**src/rtl/plab4_net_pkg.sv**
```systemverilog
// Shared ring-network definitions: message field widths, output port indices
// and the ring routing function.
package plab4_net_pkg;

  localparam int unsigned PAYLOAD_NBITS = 32;
  localparam int unsigned OPAQUE_NBITS  = 8;
  localparam int unsigned SRCDEST_NBITS = 3;
  localparam int unsigned MSG_NBITS     = PAYLOAD_NBITS + OPAQUE_NBITS + 2*SRCDEST_NBITS;

  localparam int unsigned PREV = 0;
  localparam int unsigned TERM = 1;
  localparam int unsigned NEXT = 2;

  typedef enum logic [2:0] {
    ROUTE_NONE = 3'b000,
    ROUTE_PREV = 3'b001,
    ROUTE_TERM = 3'b010,
    ROUTE_NEXT = 3'b100
  } route_t;

  // Field offsets, MSB to LSB: dest, src, opaque, payload.
  function automatic int unsigned dest_lsb(input int unsigned payload_nbits,
                                           input int unsigned opaque_nbits,
                                           input int unsigned srcdest_nbits);
    return payload_nbits + opaque_nbits + srcdest_nbits;
  endfunction

  // Hop distance clockwise decides the direction; a tie at half the ring goes next.
  function automatic route_t route(input int unsigned dest,
                                   input int unsigned router_id,
                                   input int unsigned srcdest_nbits);
    int unsigned mask;
    int unsigned half;
    int unsigned d;
    mask = (32'd1 << srcdest_nbits) - 32'd1;
    half = 32'd1 << (srcdest_nbits - 32'd1);
    d    = (dest - router_id) & mask;
    if (d == 32'd0)
      return ROUTE_TERM;
    else if (d <= half)
      return ROUTE_NEXT;
    else
      return ROUTE_PREV;
  endfunction

endpackage

```
**src/rtl/plab4_net_router_input_unit_if.sv**
```systemverilog
// Handshake bundle between an input unit, its upstream link, the output
// controllers (reqs/grants) and the crossbar (out_msg).
interface plab4_net_router_input_unit_if
  import plab4_net_pkg::*;
#(
  parameter int unsigned p_msg_nbits = MSG_NBITS
);

  logic                   in_val;
  logic                   in_rdy;
  logic [p_msg_nbits-1:0] in_msg;
  logic [2:0]             reqs;
  logic [2:0]             grants;
  logic [p_msg_nbits-1:0] out_msg;

  modport master (
    output in_val, in_msg, grants,
    input  in_rdy, reqs, out_msg
  );

  modport slave (
    input  in_val, in_msg, grants,
    output in_rdy, reqs, out_msg
  );

endinterface

```
**src/rtl/plab4_net_input_queue.sv**
```systemverilog
// Synchronous circular-buffer FIFO; enqueues are refused while full even if
// a dequeue happens on the same edge.
module plab4_net_input_queue #(
  parameter int unsigned p_msg_nbits   = 46,
  parameter int unsigned p_num_entries = 2
) (
  input  logic                   clk,
  input  logic                   reset,
  input  logic                   enq_val,
  input  logic [p_msg_nbits-1:0] enq_msg,
  input  logic                   deq_rdy,
  output logic [p_msg_nbits-1:0] deq_msg,
  output logic                   full,
  output logic                   empty
);

  localparam int unsigned PTR_NBITS = $clog2(p_num_entries);
  localparam int unsigned CNT_NBITS = $clog2(p_num_entries + 1);

  typedef logic [PTR_NBITS-1:0] ptr_t;
  typedef logic [CNT_NBITS-1:0] cnt_t;

  logic [p_msg_nbits-1:0] entries [p_num_entries];
  ptr_t head;
  ptr_t tail;
  cnt_t count;
  logic do_enq;
  logic do_deq;

  function automatic ptr_t ptr_inc(input ptr_t p);
    return (p == PTR_NBITS'(p_num_entries - 1)) ? '0 : p + 1'b1;
  endfunction

  assign full    = (count == CNT_NBITS'(p_num_entries));
  assign empty   = (count == '0);
  assign do_enq  = enq_val && !full;
  assign do_deq  = deq_rdy && !empty;
  assign deq_msg = entries[head];

  always_ff @(posedge clk) begin
    if (reset) begin
      head  <= '0;
      tail  <= '0;
      count <= '0;
    end else begin
      if (do_enq) begin
        entries[tail] <= enq_msg;
        tail          <= ptr_inc(tail);
      end
      if (do_deq)
        head <= ptr_inc(head);
      if (do_enq && !do_deq)
        count <= count + CNT_NBITS'(1);
      else if (!do_enq && do_deq)
        count <= count - CNT_NBITS'(1);
    end
  end

endmodule

```
**src/rtl/plab4_net_router_input_unit.sv**
```systemverilog
// Ring router input unit: buffers messages, requests the output port for the head.
// Optional zero-latency bypass of the empty FIFO: define PLAB4_NET_ROUTER_INPUT_BYPASS_EN.
module plab4_net_router_input_unit
  import plab4_net_pkg::*;
#(
  parameter int unsigned p_payload_nbits = 32,
  parameter int unsigned p_opaque_nbits  = 8,
  parameter int unsigned p_srcdest_nbits = 3,
  parameter int unsigned p_num_entries   = 2
) (
  input  logic                       clk,
  input  logic                       reset,
  input  logic [p_srcdest_nbits-1:0] router_id,
  plab4_net_router_input_unit_if.slave ifc
);

  localparam int unsigned M        = p_payload_nbits + p_opaque_nbits + 2*p_srcdest_nbits;
  localparam int unsigned DEST_LSB = dest_lsb(p_payload_nbits, p_opaque_nbits, p_srcdest_nbits);

  logic [M-1:0]               fifo_deq_msg;
  logic                       fifo_full;
  logic                       fifo_empty;
  logic                       bypass;
  logic                       head_val;
  logic [M-1:0]               head_msg;
  logic [p_srcdest_nbits-1:0] head_dest;
  route_t                     head_route;
  logic                       fire;

`ifdef PLAB4_NET_ROUTER_INPUT_BYPASS_EN
  assign bypass = fifo_empty && ifc.in_val && !reset;
`else
  assign bypass = 1'b0;
`endif

  assign head_val   = bypass || !fifo_empty;
  assign head_msg   = bypass ? ifc.in_msg : fifo_deq_msg;
  assign head_dest  = head_msg[DEST_LSB +: p_srcdest_nbits];
  assign head_route = route(32'(head_dest), 32'(router_id), p_srcdest_nbits);

  assign ifc.reqs    = head_val ? head_route : ROUTE_NONE;
  assign ifc.out_msg = head_val ? head_msg : '0;
  assign ifc.in_rdy  = !fifo_full && !reset;

  // Grants on ports we did not request are masked off here.
  assign fire = |(ifc.reqs & ifc.grants);

  plab4_net_input_queue #(
    .p_msg_nbits   (M),
    .p_num_entries (p_num_entries)
  ) queue (
    .clk     (clk),
    .reset   (reset),
    .enq_val (ifc.in_val && !(bypass && fire)),
    .enq_msg (ifc.in_msg),
    .deq_rdy (fire && !bypass),
    .deq_msg (fifo_deq_msg),
    .full    (fifo_full),
    .empty   (fifo_empty)
  );

endmodule
```
**src/flat_wrapper.sv**
```systemverilog
// flat-port wrapper written by rule: the top's interface ports become plain ports
module plab4_net_router_input_unit_flat import plab4_net_pkg::*;
#(
  parameter int unsigned p_payload_nbits = 32,
  parameter int unsigned p_opaque_nbits  = 8,
  parameter int unsigned p_srcdest_nbits = 3,
  parameter int unsigned p_num_entries   = 2
)
  (clk, reset, router_id, ifc_in_val, ifc_in_msg, ifc_grants, ifc_in_rdy, ifc_reqs, ifc_out_msg);
  plab4_net_router_input_unit_if ifc_i ();
  input  logic clk;
  input  logic reset;
  input  logic [p_srcdest_nbits-1:0] router_id;
  input wire logic [$bits(ifc_i.in_val)-1:0] ifc_in_val;
  input wire logic [$bits(ifc_i.in_msg)-1:0] ifc_in_msg;
  input wire logic [$bits(ifc_i.grants)-1:0] ifc_grants;
  output wire logic [$bits(ifc_i.in_rdy)-1:0] ifc_in_rdy;
  output wire logic [$bits(ifc_i.reqs)-1:0] ifc_reqs;
  output wire logic [$bits(ifc_i.out_msg)-1:0] ifc_out_msg;
  assign ifc_i.in_val = ifc_in_val;
  assign ifc_i.in_msg = ifc_in_msg;
  assign ifc_i.grants = ifc_grants;
  assign ifc_in_rdy = ifc_i.in_rdy;
  assign ifc_reqs = ifc_i.reqs;
  assign ifc_out_msg = ifc_i.out_msg;
  plab4_net_router_input_unit #(.p_payload_nbits(p_payload_nbits), .p_opaque_nbits(p_opaque_nbits), .p_srcdest_nbits(p_srcdest_nbits), .p_num_entries(p_num_entries)) u_core (.clk(clk), .reset(reset), .router_id(router_id), .ifc(ifc_i));
endmodule
```
**config.mk**
```make
export PLATFORM = sky130hd
export DESIGN_NAME = plab4_net_router_input_unit_flat
export DESIGN_NICKNAME = d
export VERILOG_FILES = /design/src/rtl/plab4_net_pkg.sv /design/src/rtl/plab4_net_router_input_unit_if.sv /design/src/rtl/plab4_net_input_queue.sv /design/src/rtl/plab4_net_router_input_unit.sv /design/src/flat_wrapper.sv
export SDC_FILE = /design/constraint.sdc
export NUM_CORES = 1
export LEC_CHECK = 0
export BUFFER_PORTS_ARGS = -buffer_cell sky130_fd_sc_hd__buf_4
export CORE_UTILIZATION = 50
export DETAILED_ROUTE_END_ITERATION = 7
export GPL_TIMING_DRIVEN = 0
export PLACE_DENSITY = 0.77
export SETUP_SLACK_MARGIN = 0.1
export SYNTH_ARGS = -nofsm -noshare
export SYNTH_HDL_FRONTEND = slang
export SYNTH_HIERARCHICAL = 1
export SYNTH_SLANG_ARGS = --single-unit
```
**constraint.sdc**
```tcl
create_clock -name clk -period 6.8 [get_ports clk]
set_input_delay 0.34 -clock clk [delete_from_list [all_inputs] [get_ports clk]]
set_output_delay 0.34 -clock clk [all_outputs]
set_load 0.005 [all_outputs]
```
-- After elaboration in Yosys (flattened, before gate mapping)
Memory sizes are Yosys's and may differ from the RTL's. A register that Yosys moved wholly into a read port is not among the register bits.
Index checks and enable logic that the tools add are counted.
- memories kept: 1
- output and inout port bits: 50
- input bits: 55
- bits in registers: 4
- memory bits (writable): 92
- reduce and logical (&&, ||, !) cells: 14
- bitwise gates (word level): 1
- equality and inequality tests: 1
- $add $sub $neg: 5
- mux-type cells: 13
- $lt $le $gt $ge: 1
- memories (name ; words ; bits a word ; rd ports ; clocked after Yosys merged registers in ; wr ports ; line ; RTL):
    u_core.queue.entries ; 2 ; 46 ; 1 ; 1 ; 1 ; plab4_net_input_queue.sv:23 ; logic [p_msg_nbits-1:0] entries [p_num_entries];
- operators with widths (operator ; number):
    $mux W46 ; 1
    $logic_not A32 Y1 ; 1
    $mux W3 ; 3
    $mux W1 ; 7
    $logic_and A1 B1 Y1 ; 5
    $logic_not A1 Y1 ; 5
    $mux W2 ; 2
    $and A3 B3 Y3 ; 1
    $le A3 B3 Y1 const B ; 1
    $reduce_or A3 Y1 ; 1
    $sub A3 B3 Y3 ; 1
    $add A1 B1 Y1 const B ; 2
    $add A2 B1 Y2 const B ; 1
    $eq A2 B2 Y1 const B ; 1
    $logic_not A2 Y1 ; 1
    $reduce_bool A2 Y1 ; 1
    $sub A2 B1 Y2 const B ; 1

-- Logic depth before layout (Yosys ltp)
Gate-level depths: netlist (run 1).
- depth after elaboration: 11
- gate-level depth with buffers: 17
- depth with buffers taken out: 15

-- Hierarchy
Netlist (run 1), hierarchy kept.
- modules (own cells, without submodules) (module ; cells each ; area an instance (µm²) ; instances):
    plab4_net_input_queue ; 169 ; 3542.1 ; 1
    plab4_net_router_input_unit ; 71 ; 471.7 ; 1

-- Least setup slack after synthesis (run 1)
OpenSTA, ideal clock, no wires.
- path type: register to register
- start point: reg u_core.queue.count[1]
- end point: mem u_core.queue.entries[1][0], enable pin
- data required time: 6283 ps
- arrival time: 4033 ps
- stages on the path, launching flop included: 4
- path buffers: 0
- path slack: 2251 ps
- library setup time: 517 ps
- cell sequence: dfxtp_1 -> nor2b_2 -> nand2b_1 -> nor3b_1
- word-level cells in the longest chain between the ends: 6
- ends and longest elaborated chain (item ; line ; RTL):
    start: declaration ; plab4_net_input_queue.sv:26 ; cnt_t count;
    start signal: assignment ; plab4_net_input_queue.sv:53 ; count <= count + CNT_NBITS'(1);
    start signal: assignment ; plab4_net_input_queue.sv:55 ; count <= count - CNT_NBITS'(1);
    $eq A2 B2 Y1 ; plab4_net_input_queue.sv:34 ; assign full = (count == CNT_NBITS'(p_num_entries));
    net u_core.fifo_full ; plab4_net_router_input_unit.sv:21 ; logic fifo_full;
    $logic_not A1 Y1 ; plab4_net_input_queue.sv:36 ; assign do_enq = enq_val && !full;
    $logic_and A1 B1 Y1 ; plab4_net_input_queue.sv:36 ;
    $mux W1 ; plab4_net_input_queue.sv:46 ; if (do_enq) begin
    $mux W1 ; plab4_net_input_queue.sv:41 ; if (reset) begin
    $mux W1 (implied by the code) ; plab4_net_input_queue.sv:47 ; entries[tail] <= enq_msg;
    end: declaration ; plab4_net_input_queue.sv:23 ;
The timed path passes the listed nets, and every way through them passes these cells.

==> results.cfg, run 1 <==
[grt]
grt_pass1_vias = 2452
grt_max_degree = 17
track_usage_pct = 18.97
globalRouteOverflowTotal = 0
antenna_found_initial = 0
grt_pass1_wl_um = 11820

[worst_setup_path]
required_ns = 7.09
critical_path.cell_chain = buf_2 > buf_4 > mux2_2 > ha_1 > a21oi_1 > xnor2_1 > ha_1 > nor2b_1 > a22oi_1 > nand2_1 > o21ai_0 > ha_1 > or3_1 > a21oi_1
path_max_fanout = 10
r2r_end = u_core/queue/count[1]
crit_top_cell = ha_1
cp_top_family = adder cells
arrival_ns = 3.85
cp_slowest_cell = mux2_2
cpPeakStageDelay_ns = 0.37
crit_type = reg -> reg
rrSetupSlack_ns = 3.24
r2r_cells = 14
cp-start-kind = register
endpoint_kind = register
path_buf_inv = 2

[clocking]
clkLatencyLatePin_ns = 0.35
cts_max_level = 3
postCtsHoldBufs = 0
cts_tree = done
cts_setup_buffers = 0
clk_pin_slew_ns = 0.09
cts_resized = 0
cts_buffers = 9
cts_buffer_depth = 2
cts-root-buf = clkbuf_8
cts.sinks = 97

[sta]
hold_viol = 0
finalSetupViolations = 0
fmax_mhz = 280.6
drv_slew = 0
worst_clock_skew_ns = 0.007446
maxSlewHeadroom_pct = 55.74
setup_tns_ns = 0
grt_setup_unrepaired = no
fin_crit_ns = 3.564
tightest_slew_ns = 0.6610
post-route-period-util_pct = 52.41

[drt]
vias = 2319
wl_um = 7436
routedWlPerCell_um = 15.82
drt-initial-drc-count = 57
firstDrtPassIters = 4
drc = 0
drt-vias-per-instance = 4.934
ant_nets = 0

[synth]
synth_area_per_cell_um2 = 16.72
syn-num-nets = 300
yosys.area.top_type = edfxtp_1
syn_inst = 240
ys_seq_area_share_pct = 71.32
synth_seq_cells = 97
yosysTopAreaCellShare_pct = 68.83
synth_warnings = 6
netlist_area_um2 = 4014
yosysUniqueCellTypes = 21
ys_top_cells_by_area = edfxtp_1, mux2_2, nor2b_1

[placed_design]
post_dp_cell_area_um2 = 5037
io_buffer_count = 104
dp_hpwl_um = 5377
place_congestion = 0.7096

[floorplanning]
std_cell_rows = 32
dieArea_um2 = 8390
coreArea_um2 = 7727
io_pins = 105
dieHeight_um = 91.60
chipWidth_um = 91.60
start_util_pct = 51.94

[hold_path]
hp-start = ifc_in_msg[37]
holdCritPathClass = in -> reg
hold_path_depth = 1
hold_end = u_core/queue/entries[1][37]

[layout]
fill_cells = 555
final_cell_mix = buf_4, edfxtp_1, nor2b_1
nNetsFinal = 423
area_growth_pct = 30.33
drive_above_1_share_pct = 50.82
n_antenna_cell = 0
mostFrequentLayoutCell = buf_4
final_area_um2 = 5231

[flow_run]
maxCapViolations = 0

[power]
p_leak_nw = 1.999
vdd_drop_max_mv = 0.2290
power_density_nw_per_um2 = 335.9

[outcome]
status = complete, no violations
[cell type report]
class	count	area, um^2	area share (%)
timing repair buffer	112	885.9	16.93
sequential	97	2863	54.72
inverter	6	22.52	0.4305
clock inverter	6	66.31	1.268
buffer	10	81.33	1.555
clock buffer	10	127.6	2.440
multi-input combinational	127	1057	20.21
tap	102	127.6	2.440
[worst register-to-register path: stages (launching register included)]
cell and delay (ns):
dfxtp_1 0.31, buf_2 0.24, buf_4 0.25, mux2_2 0.37
ha_1 0.30, a21oi_1 0.25, xnor2_1 0.17, ha_1 0.26
nor2b_1 0.15, a22oi_1 0.14, nand2_1 0.07, o21ai_0 0.15
ha_1 0.34, or3_1 0.36, a21oi_1 0.14
[through the flow]
stage	instances	worst slack [ns]	util (%)	total power [W]	hold slack, ns
finish	470	3.236	67.70	0.001757	0.1636
global route	470	2.991	67.70	0.001852	0.1424
floorplan	240	2.251	-	0.001107	0.4091
global placement	446	0.3695	63.70	0.001392	0.4756
CTS	470	3.200	67.70	0.001778	0.1458
detailed placement	454	3.212	65.19	0.001416	0.4944
[worst max path at each step]
stage                          startpoint                           to  slack [ns]  cells after the start
floorplan           u_core/queue/count[1]   u_core/queue/entries[1][0]        2.25                      3
global placement    u_core/queue/count[0]  u_core/queue/entries[1][17]        0.37                      3
detailed placement               register        u_core/queue/count[1]        3.21                     14
CTS                              register        u_core/queue/count[1]        3.20                     14
global route                     register        u_core/queue/count[1]        2.99                     15
finish                           register        u_core/queue/count[1]        3.24                     14
[where the power goes]
part | internal [W] | switching [W] | leakage, nW | total, W
sequential | 0.000714 | 0.0000191 | 0.884 | 0.000733
combinational | 0.000370 | 0.000290 | 1.03 | 0.000660
clock | 0.000171 | 0.000194 | 0.0889 | 0.000364
[synth_stat cells]
| master | instances |
|---|---|
| nand2b_1 | 1 |
| nor2b_1 | 47 |
| a22oi_1 | 1 |
| a21oi_1 | 3 |
| edfxtp_1 | 92 |
| nand2_1 | 3 |
| nor3_1 | 1 |
| inv_1 | 6 |
| xor2_1 | 4 |
| ha_1 | 5 |
| nor2b_2 | 2 |
| dfxtp_1 | 5 |
| buf_2 | 2 |
| nor2_1 | 6 |
| o21ai_0 | 3 |
| buf_6 | 3 |
| xnor2_1 | 2 |
| nor3b_1 | 1 |
| or3_1 | 2 |
| mux2_2 | 46 |
| buf_4 | 5 |
[layer usage]
layer	track usage [%]	vias up	routed length [um]
li1	-	1108	-
met1	21.37	1119	2920
met2	33.46	81	3816
met3	5.528	11	591
met4	7.937	0	107
met5	0	-	0
[cells by family (layout without fill, tap and decap cells)]
kind of cell	count (synthesis)	in the layout	synth area share, %
fa+ha+maj	5	5	1.559
buf+inv	16	144	2.587
xor+xnor	6	6	1.309
compound gates	7	7	0.9350
simple gates	63	63	9.383
flops	97	97	71.32
mux	46	46	12.91
[sequential cells by signal, indices dropped and copies added, names as in the netlist, named ones only]
name	count
u_core/queue/tail	1
u_core/queue/count	2
u_core/queue/head	1
u_core/queue/entries	92
(Power assumes the default switching activity.)
==> inputs of run 2 (changes only) <==
Settings changed: CORE_UTILIZATION 50 to 47, PLACE_DENSITY 0.77 to 0.76.
Clock period 6.8 ns to 3.1 ns, I/O delays scaled along.
==> run 2 against run 1 <==
  * Worst hold slack got worse by 0.11 ns
  * Global-route usage decreased by 0.54 points
  * Clock-buffer cell count shrank 1
  * Sequential share of layout area shrank 5.9 points
  * Non-clock buffer count is 49 higher
  * Die area up 6.2%
  * Flip-flop and latch count is the same
  * Design area up 12%
  * Largest power group is now combinational cells
  * Highest routed layer unchanged
  * Sequential power rose by 120%
  * First-iteration DRC count fell by 3.5%
==> results.cfg, run 2 (synthesized netlist as in run 1, its figures left out) <==
[outcome]
status = complete, no violations

[grt]
track_usage_pct = 18.43
antenna_found_initial = 0
grt_pass1_wl_um = 12010
grt_max_degree = 19
globalRouteOverflowTotal = 0
grt_pass1_vias = 2608

[worst_setup_path]
critical_path.cell_chain = buf_6 > mux2_4 > ha_4 > a21oi_4 > xor2_1 > ha_2 > nor2b_4 > a22oi_2 > nand2_1 > o21ai_2 > ha_4 > xor2_2 > or3_4 > a21oi_2
path_buf_inv = 1
required_ns = 3.39
arrival_ns = 3.22
r2r_cells = 14
cp-start-kind = register
rrSetupSlack_ns = 0.17
path_max_fanout = 6
crit_type = reg -> reg
endpoint_kind = register
cp_top_family = adder cells
cp_slowest_cell = or3_4
worstSetupPathDepth = 14
crit_top_cell = ha_4
r2r_end = u_core/queue/count[1]
cpPeakStageDelay_ns = 0.38

[drt]
vias = 2505
ant_nets = 0
routedWlPerCell_um = 15.51
wl_um = 8094
drt-initial-drc-count = 55
firstDrtPassIters = 4
drt-vias-per-instance = 4.799
drc = 0

[layout]
reg_top3 = u_core/queue/entries: 92 flops, u_core/queue/count: 2 flops
stdcell_count = 522
largest_register = u_core/queue/entries
area_growth_pct = 46.04
n_antenna_cell = 0
drive_above_1_share_pct = 49.40
largest_reg_flops = 92
nNetsFinal = 472
final_cell_mix = buf_4, edfxtp_1, dlygate4sd3_1
mostFrequentLayoutCell = buf_4

[sta]
setup_tns_ns = 0
finalSetupViolations = 0
worst_clock_skew_ns = 0.008436
grt_setup_unrepaired = no
drv_slew = 0
maxSlewHeadroom_pct = 38.90
post-route-period-util_pct = 94.50
hold_viol = 0
fin_crit_ns = 2.930
tightest_slew_ns = 0.9136
fmax_mhz = 341.3

[floorplanning]
io_pins = 105
start_util_pct = 48.61
std_cell_rows = 33
chipWidth_um = 94.41
dieHeight_um = 94.41
coreArea_um2 = 8258
dieArea_um2 = 8913

[clocking]
cts.sinks = 97
cts-root-buf = clkbuf_8
cts_buffers = 9
cts_tree = done
cts_buffer_depth = 2
clkLatencyLatePin_ns = 0.36
cts_max_level = 3
clk_pin_slew_ns = 0.09

[hold_path]
hp-start = reset
hold_end = u_core/queue/count[1]
holdCritPathClass = in -> reg
hold_path_depth = 2

[flow_run]
maxCapViolations = 0

[placed_design]
dp_hpwl_um = 5043
dp_cells = 453
io_buffer_count = 104
place_congestion = 0.7279

[power]
power_density_nw_per_um2 = 712.0
vdd_drop_max_mv = 0.4158
p_leak_nw = 2.249
power_w = 0.004174
run 2: per-stage QoR:
stage | hold WS (ns) | cell area (um^2) | setup slack, ns | util (%)
after global placement | 0.3397 | 4950 | -0.9654 | 59.94
after CTS | 0.04047 | 5796 | 0.1211 | 70.18
after floorplan | 0.2241 | 4038 | 0.1082 | -
final | 0.05564 | 5862 | 0.1704 | 70.98
after detailed placement | 0.3427 | 5035 | -0.1670 | 60.97
after global routing | 0.03586 | 5862 | 0.05968 | 70.98
run 2: layer usage:
metal,part of all wire [%],vias up,global-route usage [%]
li1,-,1211,-
met1,40,1219,20.57
met2,55,64,33.82
met3,2.9,11,3.301
met4,1.8,0,8.718
met5,0,-,0
run 2: report_power, final:
| part | switching [W] | internal (W) | total (W) |
|---|---|---|---|
| combinational | 0.000704 | 0.000951 | 0.00165 |
| clock | 0.000438 | 0.000462 | 0.000901 |
| sequential | 0.0000513 | 0.00157 | 0.00162 |
| total | 0.00119 | 0.00298 | 0.00417 |
run 2: repair_timing:
action	in CTS	in global routing
hold buffers	46	0
endpoints found under the hold margin	92	0
cloned	0	0
buffers inserted	5	3
pin swaps	3	10
endpoints found under the setup margin	2	1
gates resized for setup	5	15
run 2: how the worst max path moves through the flow:
stage / slack [ns] / to
after floorplan: 0.11 / u_core/queue/count[1]
after global placement: -0.97 / u_core/queue/entries[1][18]
after detailed placement: -0.17 / u_core/queue/count[1]
after CTS: 0.12 / u_core/queue/count[1]
after global routing: 0.06 / u_core/queue/count[1]
final: 0.17 / u_core/queue/count[1]
run 2: area by class of cell:
cell class	instances	area [um^2]
fillers	566	2396
plain buffers	9	80.08
repair buffers	162	1374
clock buffers	9	123.9
clock inverters	7	102.6
multi-input cells	127	1164
flip-flops and latches	97	2864
well taps	105	131.4
inverters	6	22.52
==> inputs of run 3 (changes only) <==
Settings changed: CORE_UTILIZATION 47 to 50, PLACE_DENSITY 0.76 to 0.77.
Clock period 3.1 ns to 3.65 ns, I/O delays scaled along.
==> run 3 against run 2 <==
  * Critical path depth stayed put
  * Non-clock buffer count is 7 lower
  * Design area is 2.4% lower
  * Critical endpoint unchanged
==> results.cfg, run 3 (synthesized netlist as in run 1, its figures left out) <==
[placed_design]
post_dp_cell_area_um2 = 5055
place_worst_setup_slack_ns = 0.1370
dp_hpwl_um = 4908
io_buffer_count = 104
place_congestion = 0.6895

[layout]
nNetsFinal = 465
area_growth_pct = 42.55
final_area_um2 = 5722
fill_cells = 472
finalCoreUtilization_pct = 74.04
largest_register = u_core/queue/entries
regArea_um2 = 2863
final_cell_mix = buf_4, edfxtp_1, nor2b_1, mux2_2, dlygate4sd3_1
largest_reg_flops = 92
multiInputGateArea_um2 = 1076
drive_above_1_share_pct = 45.37
n_antenna_cell = 0
reg_top3 = u_core/queue/entries: 92 flops, u_core/queue/count: 2 flops
mostFrequentLayoutCell = buf_4

[floorplanning]
dieHeight_um = 91.60
std_cell_rows = 32
dieArea_um2 = 8390
chipWidth_um = 91.60
io_pins = 105
start_util_pct = 51.94
coreArea_um2 = 7727

[sta]
hold_viol = 0
finalSetupViolations = 0
maxSlewHeadroom_pct = 33.41
fin_crit_ns = 3.316
fmax_mhz = 301.6
worst_clock_skew_ns = 0.005306
grt_setup_unrepaired = no
fin_ws_ns = 0.3342
drv_slew = 0
post-route-period-util_pct = 90.84
setup_tns_ns = 0
tightest_slew_ns = 0.9978

[drt]
route.met2.wl_um = 3881
drt-initial-drc-count = 60
wl_met1_um = 3212
drt-vias-per-instance = 4.885
wl_um = 7641
highest_layer = met4
firstDrtPassIters = 4
vias = 2501
routedWlPerCell_um = 14.92
drc = 0
ant_nets = 0
wl_met3_um = 429

[worst_setup_path]
arrival_ns = 3.60
cp-start-kind = register
endpoint_kind = register
required_ns = 3.94
crit_type = reg -> reg
path_max_fanout = 10

[grt]
antenna_found_initial = 0
globalRouteOverflowTotal = 0
grt_pass1_wl_um = 12360
grt_pass1_vias = 2612
track_usage_pct = 19.65
grt_max_degree = 19

[power]
vdd_drop_max_mv = 0.4340
power_density_nw_per_um2 = 584.2
p_leak_nw = 2.201
power_w = 0.003343

[clocking]
cts.sinks = 97
cts_tree = done
cts_buffer_depth = 2
clkLatencyLatePin_ns = 0.35
clk_pin_slew_ns = 0.09
cts-root-buf = clkbuf_8
cts_max_level = 3
cts_buffers = 9

[hold_path]
holdCritPathClass = in -> reg

[outcome]
status = complete, no violations

[flow_run]
maxCapViolations = 0
## run 3: final timing paths
path / end / slack, ns / start / cells after the start
setup / recovery: u_core/queue/count[1] / 0.33 / register / 14
setup reg to reg: u_core/queue/count[1] / 0.33 / register / 14
hold reg to reg: u_core/queue/head / 0.51 / u_core/queue/head / 2
hold / removal: u_core/queue/entries[0][14] / 0.03 / ifc_in_msg[14] / 1
## run 3: final cells by class
type / instances / share of cell area [%]
timing repair buffer: 154 / 23.57
sequential: 97 / 50.03
clock buffer: 9 / 2.165
buffer: 10 / 1.596
tap: 102 / 2.230
inverter: 6 / 0.3936
clock inverter: 7 / 1.203
multi-input combinational: 127 / 18.81
## run 3: per-stage QoR
step	std cells	hold slack, ns
after floorplan	240	0.2516
after global placement	446	0.3674
after detailed placement	450	0.3712
after global routing	512	0.01018
final	512	0.02872
after CTS	507	0.0004710
## run 3: critical path, cell delays in order, from the launching register on
cell	delay (ns)
dfxtp_1	0.33
buf_6	0.15
buf_6	0.17
mux2_2	0.36
ha_1	0.31
a21oi_2	0.20
xnor2_1	0.15
ha_1	0.24
nor2b_2	0.16
a22oi_1	0.15
nand2_1	0.08
o21ai_1	0.13
ha_1	0.29
or3_1	0.36
a21oi_1	0.15
## run 3: repair_timing
item                                    in CTS  in global routing
hold endpoints to repair                    77                  8
buffers inserted                             0                  1
gates cloned                                 0                  0
endpoints found under the setup margin       1                  1
hold buffers                                41                  4
resized for setup                            1                  6
pin swaps                                    0                  2
## run 3: where the power goes
part,internal [W],total (W),leakage (nW),switching [W]
clock network,0.000316,0.000675,0.0970,0.000359
registers,0.00133,0.00137,0.884,0.0000359
logic,0.000744,0.00130,1.22,0.000558
## run 3: per-layer routing
metal	vias up	track usage, %
met5	-	0
met4	0	7.937
met3	12	5.360
met2	94	34.27
met1	1194	22.82
li1	1201	-
